$ cat config.mk
export PLATFORM = sky130hd
export DESIGN_NAME = std_fifo_wr_arb
export DESIGN_NICKNAME = d
export VERILOG_FILES = /design/src/rtl/std_fifo_arb_pkg.sv /design/src/rtl/std_rr_pick.sv /design/src/rtl/std_fifo_wr_arb.sv
export SDC_FILE = /design/constraint.sdc
export NUM_CORES = 1
export LEC_CHECK = 0
export CAP_MARGIN = 20
export CORE_MARGIN = 2
export CORE_UTILIZATION = 37
export CTS_CLUSTER_SIZE = 14
export DETAILED_ROUTE_END_ITERATION = 7
export PLACE_DENSITY = 0.86
export SYNTH_ARGS = -nofsm -noshare
export SYNTH_HDL_FRONTEND = slang
export SYNTH_HIERARCHICAL = 1
export SYNTH_SLANG_ARGS = --single-unit
export TNS_END_PERCENT = 50
$ cat constraint.sdc
create_clock -name clk -period 3 [get_ports clk]
set_input_delay 0.6 -clock clk [delete_from_list [all_inputs] [get_ports clk]]
set_output_delay 0.6 -clock clk [all_outputs]
set_load 0.02 [all_outputs]
$ cat src/rtl/std_fifo_arb_pkg.sv
// Shared types and round-robin search helper for the FIFO write arbiters.
// The search is written against a fixed upper bound so any arbiter width up to MAX_N can reuse it.
package std_fifo_arb_pkg;

    localparam int MAX_N  = 32;
    localparam int MAX_NW = 5;

    typedef enum logic {IDLE, BURST} arb_state_t;

    typedef struct packed {
        logic              found;
        logic [MAX_NW-1:0] idx;
    } rr_pick_t;

    // First valid index strictly after ptr, wrapping modulo n.
    function automatic rr_pick_t rr_pick(input logic [MAX_N-1:0]  valid,
                                         input logic [MAX_NW-1:0] ptr,
                                         input int                n);
        rr_pick_t res;
        int       j;
        res = '0;
        for (int k = 1; k <= MAX_N; k++) begin
            j = (int'(ptr) + k) % n;
            if (k <= n && !res.found && valid[j]) begin
                res.found = 1'b1;
                res.idx   = MAX_NW'(j);
            end
        end
        return res;
    endfunction

endpackage

$ cat src/rtl/std_rr_pick.sv
// Round-robin priority picker: combinational, zero latency, no backpressure.
// Index ptr has lowest priority; search starts at ptr+1 and wraps.
module std_rr_pick
    import std_fifo_arb_pkg::*;
#(
    parameter  int N  = 4,
    localparam int NW = $clog2(N)
) (
    input  logic [N-1:0]  valid,
    input  logic [NW-1:0] ptr,
    output logic [NW-1:0] idx,
    output logic          found
);

    rr_pick_t res;

    always_comb begin
        res   = rr_pick(MAX_N'(valid), MAX_NW'(ptr), N);
        idx   = NW'(res.idx);
        found = res.found;
    end

endmodule

$ cat src/rtl/std_fifo_wr_arb.sv
// Packet-aware round-robin arbiter onto one FIFO write port; 1-cycle grant bubble, then 1 beat/cycle.
// Backpressure: wr_full stalls the owner's beats; wr_prog_full only blocks new grants.
module std_fifo_wr_arb
    import std_fifo_arb_pkg::*;
#(
    parameter  int N        = 4,
    parameter  int DW       = 8,
    parameter  int MAXBURST = 16,
    localparam int NW       = $clog2(N),
    localparam int BW       = $clog2(MAXBURST + 1)
) (
    input  logic            clk,
    input  logic            reset,
    input  logic            clear,
    input  logic [N-1:0]    req_valid,
    input  logic [N*DW-1:0] req_data,
    input  logic [N-1:0]    req_last,
    output logic [N-1:0]    req_ready,
    output logic            fifo_wr_en,
    output logic [DW-1:0]   fifo_wr_din,
    input  logic            fifo_wr_full,
    input  logic            fifo_wr_prog_full,
    output logic            grant_valid,
    output logic [NW-1:0]   grant_id
);

    arb_state_t    state_q, state_d;
    logic [NW-1:0] grant_id_q, grant_id_d;
    logic [NW-1:0] ptr_q, ptr_d;
    logic [BW-1:0] beat_cnt_q, beat_cnt_d;

    logic [NW-1:0] pick_idx;
    logic          pick_found;
    logic          accept;

    std_rr_pick #(.N(N)) u_pick (
        .valid (req_valid),
        .ptr   (ptr_q),
        .idx   (pick_idx),
        .found (pick_found)
    );

    always_comb begin
        accept    = 1'b0;
        req_ready = '0;
        if (state_q == BURST) begin
            accept = req_valid[grant_id_q] & ~fifo_wr_full;
        end
        req_ready[grant_id_q] = accept;
        fifo_wr_en  = accept;
        fifo_wr_din = req_data[grant_id_q*DW +: DW];
        grant_valid = (state_q == BURST);
        grant_id    = grant_id_q;
    end

    always_comb begin
        state_d    = state_q;
        grant_id_d = grant_id_q;
        ptr_d      = ptr_q;
        beat_cnt_d = beat_cnt_q;
        if (clear) begin
            state_d    = IDLE;
            grant_id_d = '0;
            ptr_d      = NW'(N - 1);
            beat_cnt_d = '0;
        end else if (state_q == IDLE) begin
            if (pick_found && !fifo_wr_prog_full) begin
                state_d    = BURST;
                grant_id_d = pick_idx;
                beat_cnt_d = '0;
            end
        end else if (accept) begin
            beat_cnt_d = beat_cnt_q + 1'b1;
            // Fairness cap: a long packet is split and the owner re-competes.
            if (req_last[grant_id_q] || beat_cnt_q == BW'(MAXBURST - 1)) begin
                state_d = IDLE;
                ptr_d   = grant_id_q;
            end
        end
    end

    always_ff @(posedge clk) begin
        if (reset) begin
            state_q    <= IDLE;
            grant_id_q <= '0;
            ptr_q      <= NW'(N - 1);
            beat_cnt_q <= '0;
        end else begin
            state_q    <= state_d;
            grant_id_q <= grant_id_d;
            ptr_q      <= ptr_d;
            beat_cnt_q <= beat_cnt_d;
        end
    end

endmodule
Word level (Yosys, flattened, before mapping)
Index checks and enable logic that the tools add are counted.

storage, ports and cells
  bits of input ports = 45
  bits in registers = 10
  word-level logic and storage cells = 75

operators by class
  reduce and logical (&&, ||, !) cells = 19
  eq/ne operators = 2
  bitwise gates (word level) = 8
  shift operators = 1
  $add $sub $neg = 5
  $lt $le $gt $ge = 6
  muxes and demuxes = 30

operator list
  operator                                                                             count
  32-bit by 6-bit variable part select with 8-bit output                               1
  3-bit by 7-bit less-than comparator with 1-bit output, second input constant         4
  6-bit 2-to-1 mux                                                                     4
  1-bit 2-to-1 mux                                                                     16
  5-bit 2-to-1 mux                                                                     3
  1-bit binary-select mux with 3-bit select                                            4
  2-bit OR reduction                                                                   5
  5-bit by 1-bit adder with 5-bit output, second input constant                        1
  5-bit by 4-bit == test with 1-bit output, second input constant                      1
  1-bit logical AND                                                                    5
  2-bit by 1-bit adder with 2-bit output, second input constant                        2
  2-bit adder, second input constant                                                   2
  1-bit AND, first input constant                                                      4
  4-bit AND                                                                            1
  1-bit binary-select mux with 2-bit select                                            2
  1-bit logical NOT                                                                    4
  2-bit AND reduction                                                                  2
  2-bit by 3-bit less-than comparator with 1-bit output, second input constant         1
  3-bit AND reduction                                                                  1
  1-bit demux with 2-bit select                                                        1
  2-bit by 1-bit greater-or-equal comparator with 1-bit output, second input constant  1
  2-bit inequality test, second input constant                                         1
  1-bit inverter                                                                       2
  2-bit nonzero test                                                                   1
  2 further kinds                                                                      2

Depth between registers and ports, before layout
  word-level depth = 19
  mapped depth = 6

Cells and area by module
The synthesis kept the hierarchy.

by module, submodules not included
  module           instances  area an instance (sq um)  cells an instance  seq. area each (sq um)
  std_fifo_wr_arb  1          780.7                     73                 200.2
  std_rr_pick      1          78.8                      14                 0.0

Least setup slack after synthesis
OpenSTA, ideal clock, no wires.

  path kind = input port to output port
  start point = input fifo_wr_full
  end point = output req_ready[2]
  buffers on the path = 0
  stages = 2
  path slack = 0.875 ns
  arrival = 1.525 ns
  required time = 2.400 ns
  cells stage by stage = or3b_4 -> nor3b_1

on the way
  longest elaborated chain between the ends = 4

ends and longest elaborated chain
  item                        line                   text
  from (decl)                 std_fifo_wr_arb.sv:21  input logic fifo_wr_full,
  1-bit inverter              std_fifo_wr_arb.sv:47  accept = req_valid[grant_id_q] & ~fifo_wr_full;
  1-bit AND                   std_fifo_wr_arb.sv:47
  1-bit 2-to-1 mux            std_fifo_wr_arb.sv:46  if (state_q == BURST) begin
  4-bit AND (no source line)  --
  to (decl)                   std_fifo_wr_arb.sv:18  output logic [N-1:0] req_ready,

No other way between the ends.

Worst setup path in the final report
Same ends and word-level chain as after synthesis.

==> summary.txt <==
Outcome
  • Status: finished clean

Yosys
  • Mapped Area: 860 sq um
  • Post-Synth Simple-Gate Area: 27.1%
  • Top-area cell type share of the netlist area: 23.6%
  • Post-synthesis mux area share: 28.4%
  • Mean post-synth cell area: 9.88 sq um
  • Syn nets: 134
  • Largest family of logic cells by synthesized area: multiplexers
  • XOR/XNOR Fraction of Synth Area: 0%
  • Adder-cell area share of the yosys netlist: under 10%
  • Synthesized flop and latch total: 10
  • Ranking of synthesized cells by area: mux4_2 (24%), dfxtp_1 (23%), mux2i_1 (3.5%), nand3_1 (3.5%), nor2_1 (3.5%)
  • Post-synthesis cell count: 87
  • Synth Area in Compound Gates: 12.2%
  • Register area share after synthesis: 23.3%
  • Yosys warning count: 6
  • Post-synth cell types: 34
  • Yosys top cell by area: mux4_2

Drt
  • Initial DRC count: 9
  • 1st-pass router iterations: 4
  • Post-route DRC: 0
  • Routed length per instance: between 10 and 15 um
  • Routed vias/inst: between 5 and 6
  • ANT nets after route: 0
  • Final WL: 2570 um
  • Via count: 962

Timing
  • Least-Margin Pin Slew: 726 ps
  • # setup viols final: 0
  • TNS Setup: 0 ps
  • RSZ-0062 raised after global routing: false
  • Max-slew headroom: 51.5%
  • Worst setup margin: approximately 140 ps
  • Final period utilization: between 90% and 100%
  • Final Hold Viols: 0
  • Final Slew Violations: 0
  • Max Fclk: about 350 MHz
  • Final hold slack: about 470 ps
  • Tmin final: 2860 ps
  • Skew final: 1.18 ps

Global routing
  • Vias in the first global route: between 900 and 1,000
  • Total grt overflow: 0
  • Largest net degree at the start of global routing: 17
  • Initial antenna violation count: 0
  • First-pass GRT wire length: 4020 um
  • GRT Util Overall: around a fifth

Worst setup path
  • Crit-path cells: clkdlybuf4s50_1, or3b_4, nor3b_1, clkdlybuf4s50_1
  • Crit path DAT: 2260 ps
  • CP required: 2400 ps
  • Crit path capture: req_ready[2]
  • Most used cell, CP: clkdlybuf4s50_1
  • Worst setup path start: fifo_wr_full
  • R2R Path Start: grant_id[0]$_SDFFE_PP0P_
  • Critical path's largest stage delay: 630 ps
  • CP Launch Type: primary input
  • Worst Setup End Kind: primary output
  • Reg2Reg Capture Point: ptr_q[1]$_SDFFE_PP1P_
  • Reg-to-reg slack, setup: around 900 ps
  • Setup CP Type: primary input to primary output
  • R2R cell count: 4
  • Worst-path fanout max: 3
  • Slowest-stage cell, CP: clkdlybuf4s50_1

Clock network
  • Worst skew pair latency: 260 ps
  • CTS clock-pin slew for the worst setup and hold paths: about 60 ps
  • Clock tree sinks: 10
  • Post_cts resized: 0
  • # H-tree levels: 1
  • Hold Buf Count CTS: 0
  • Root buf cell: clkbuf_4
  • Post-CTS setup buffers: 0
  • Clock buffer depth: 2
  • TritonCTS clock tree: yes
  • Clock buffer count from CTS: 3

Min path
  • HP Class: register to register

Power and ir drop
  • LEAKAGE: 0.562 nW
  • Sw frac: 25.8%
  • Clock network fraction of total power: 24.6%
  • Psw: 95.2 uW
  • Power Density: 244 nW/um^2
  • Power Internal: ~270 uW
  • Logic pwr share: 37.6%
  • Max rail drop VDD: approximately 0.20 mV
  • Flop pwr share: about 38%

Cells and area
  • N_diodes: 0
  • Final Non-Filler Cells: 177
  • Area Growth Syn to Fin: 75.7%
  • Finished Cell Area: 1510 sq um
  • # nets final: 198
  • Register Area: roughly 200 sq um
  • Layout cells sized above 1: around 15%
  • Multi-input gate area: 607 sq um
  • Fillers: 189

Floorplan
  • Io pins: 61
  • Die X: 52.2 um
  • Core Area: 2210 sq um
  • Die ar.: 2720 sq um
  • Die H: approximately 52 um
  • Initial Utilization: 38.9%
  • Std cell rows: 17

Placed design
  • Placed insts: about 170
  • IO Port Bufs: 60
  • Placed Area: 1490 sq um
  • DP HPWL: 2090 um
  • Place WS: 131 ps
  • GP Congestion: 0.808

Job
  • Max-cap violation count: 0
-- layout make-up --
class | instances | area share [%]
inverters | 4 | 0.994
repair buffers | 64 | 41.8
well taps | 28 | 2.32
multi-input cells | 68 | 40.2
flip-flops and latches | 10 | 13.3
clock buffers | 3 | 1.49
-- worst min-delay path by stage --
stage | from | endpoint | cells past startpoint
finish | beat_cnt_q[4]$_SDFFE_PP0P_ | beat_cnt_q[4]$_SDFFE_PP0P_ | 2
CTS | beat_cnt_q[4]$_SDFFE_PP0P_ | beat_cnt_q[4]$_SDFFE_PP0P_ | 2
global placement | beat_cnt_q[4]$_SDFFE_PP0P_ | beat_cnt_q[4]$_SDFFE_PP0P_ | 2
detailed placement | beat_cnt_q[4]$_SDFFE_PP0P_ | beat_cnt_q[4]$_SDFFE_PP0P_ | 2
global route | beat_cnt_q[4]$_SDFFE_PP0P_ | beat_cnt_q[4]$_SDFFE_PP0P_ | 2
floorplan | beat_cnt_q[4]$_SDFFE_PP0P_ | beat_cnt_q[4]$_SDFFE_PP0P_ | 2
-- sequential cells by signal, summed over array words and instances (netlist names) --
register,cells
beat_cnt_q,5
grant_id,2
ptr_q,2
grant_valid,1
-- Yosys cell counts --
library cell   n
nand2b_1       3
nor2_1         8
buf_2          1
o31ai_1        1
or3b_2         1
clkbuf_1       2
mux2_2         1
clkbuf_8       1
a21oi_1        3
nand3_1        6
or2_2          2
buf_6          1
and2b_1        2
o211ai_1       3
nor3b_1        1
mux4_2         9
or4_1          1
dfxtp_1       10
o311ai_1       1
o22ai_1        2
nand4b_1       2
and2_1         1
a21o_1         1
inv_1          4
nand4_1        4
mux2i_1        3
or3b_4         1
o21ai_1        1
a2bb2oi_4      1
and3_1         2
nand2_1        4
and3b_2        1
nor3_1         1
ha_1           2
-- placed cells by master (no fill, tap or decap) --
master | netlist | routed
and2b_1 | 2 | 2
nand4b_1 | 2 | 2
nand3_1 | 6 | 6
dfxtp_1 | 10 | 10
inv_1 | 4 | 4
mux2_2 | 1 | 1
or4_1 | 1 | 1
o31ai_1 | 1 | 1
ha_1 | 2 | 2
a2bb2oi_4 | 1 | 1
clkdlybuf4s50_1 | 0 | 60
o211ai_1 | 3 | 3
nor3b_1 | 1 | 1
buf_4 | 0 | 4
nor3_1 | 1 | 1
o311ai_1 | 1 | 1
or2_2 | 2 | 2
a21oi_1 | 3 | 3
a21o_1 | 1 | 1
and2_1 | 1 | 1
and3_1 | 2 | 2
mux2i_1 | 3 | 3
or3b_4 | 1 | 1
nand2b_1 | 3 | 3
nand4_1 | 4 | 4
o21ai_1 | 1 | 1
or3b_2 | 1 | 1
o22ai_1 | 2 | 2
clkbuf_4 | 0 | 3
nor2_1 | 8 | 8
nand2_1 | 4 | 4
and3b_2 | 1 | 1
mux4_2 | 9 | 9
-- kinds of logic (layout without fill, tap and decap cells) --
logic type / count (synthesis) / count (layout)
and+or+nand+nor: 40 / 40
AOI/OAI and AO/OA: 13 / 13
muxes: 13 / 13
DFF: 10 / 10
buffers and inverters: 9 / 71
adders and majority gates: 2 / 2
-- metrics by stage --
| step | power (mW) | utilization, % |
|---|---|---|
| after global routing | 0.387 | 68.3 |
| final | 0.369 | 68.3 |
| after global placement | 0.278 | 67.3 |
| after CTS | 0.372 | 68.3 |
| after floorplan | 0.197 | - |
| after detailed placement | 0.281 | 67.3 |
-- power groups by stage --
stage	logic, mW	registers (mW)	clock network (mW)
2_1_floorplan	0.0556	0.141	0
3_3_place_gp	0.136	0.142	0
3_5_place_dp	0.139	0.142	0
4_1_cts	0.139	0.139	0.0928
5_1_grt	0.147	0.140	0.0999
6_report	0.139	0.139	0.0907
-- critical path, delay by kind of cell --
family,cells,cell delay (ps)
buffers and inverters,2,1050
AND/OR/NAND/NOR,2,620
-- routing by layer --
layer | up-vias | routed length [um] | GRT usage (%)
met5 | - | 0 | 0
met2 | 41 | 1340 | 38.4
met4 | 0 | 54 | 8.97
li1 | 462 | - | -
met3 | 6 | 224 | 5.43
met1 | 453 | 952 | 20.3
Power figures use the tool's default switching activity.
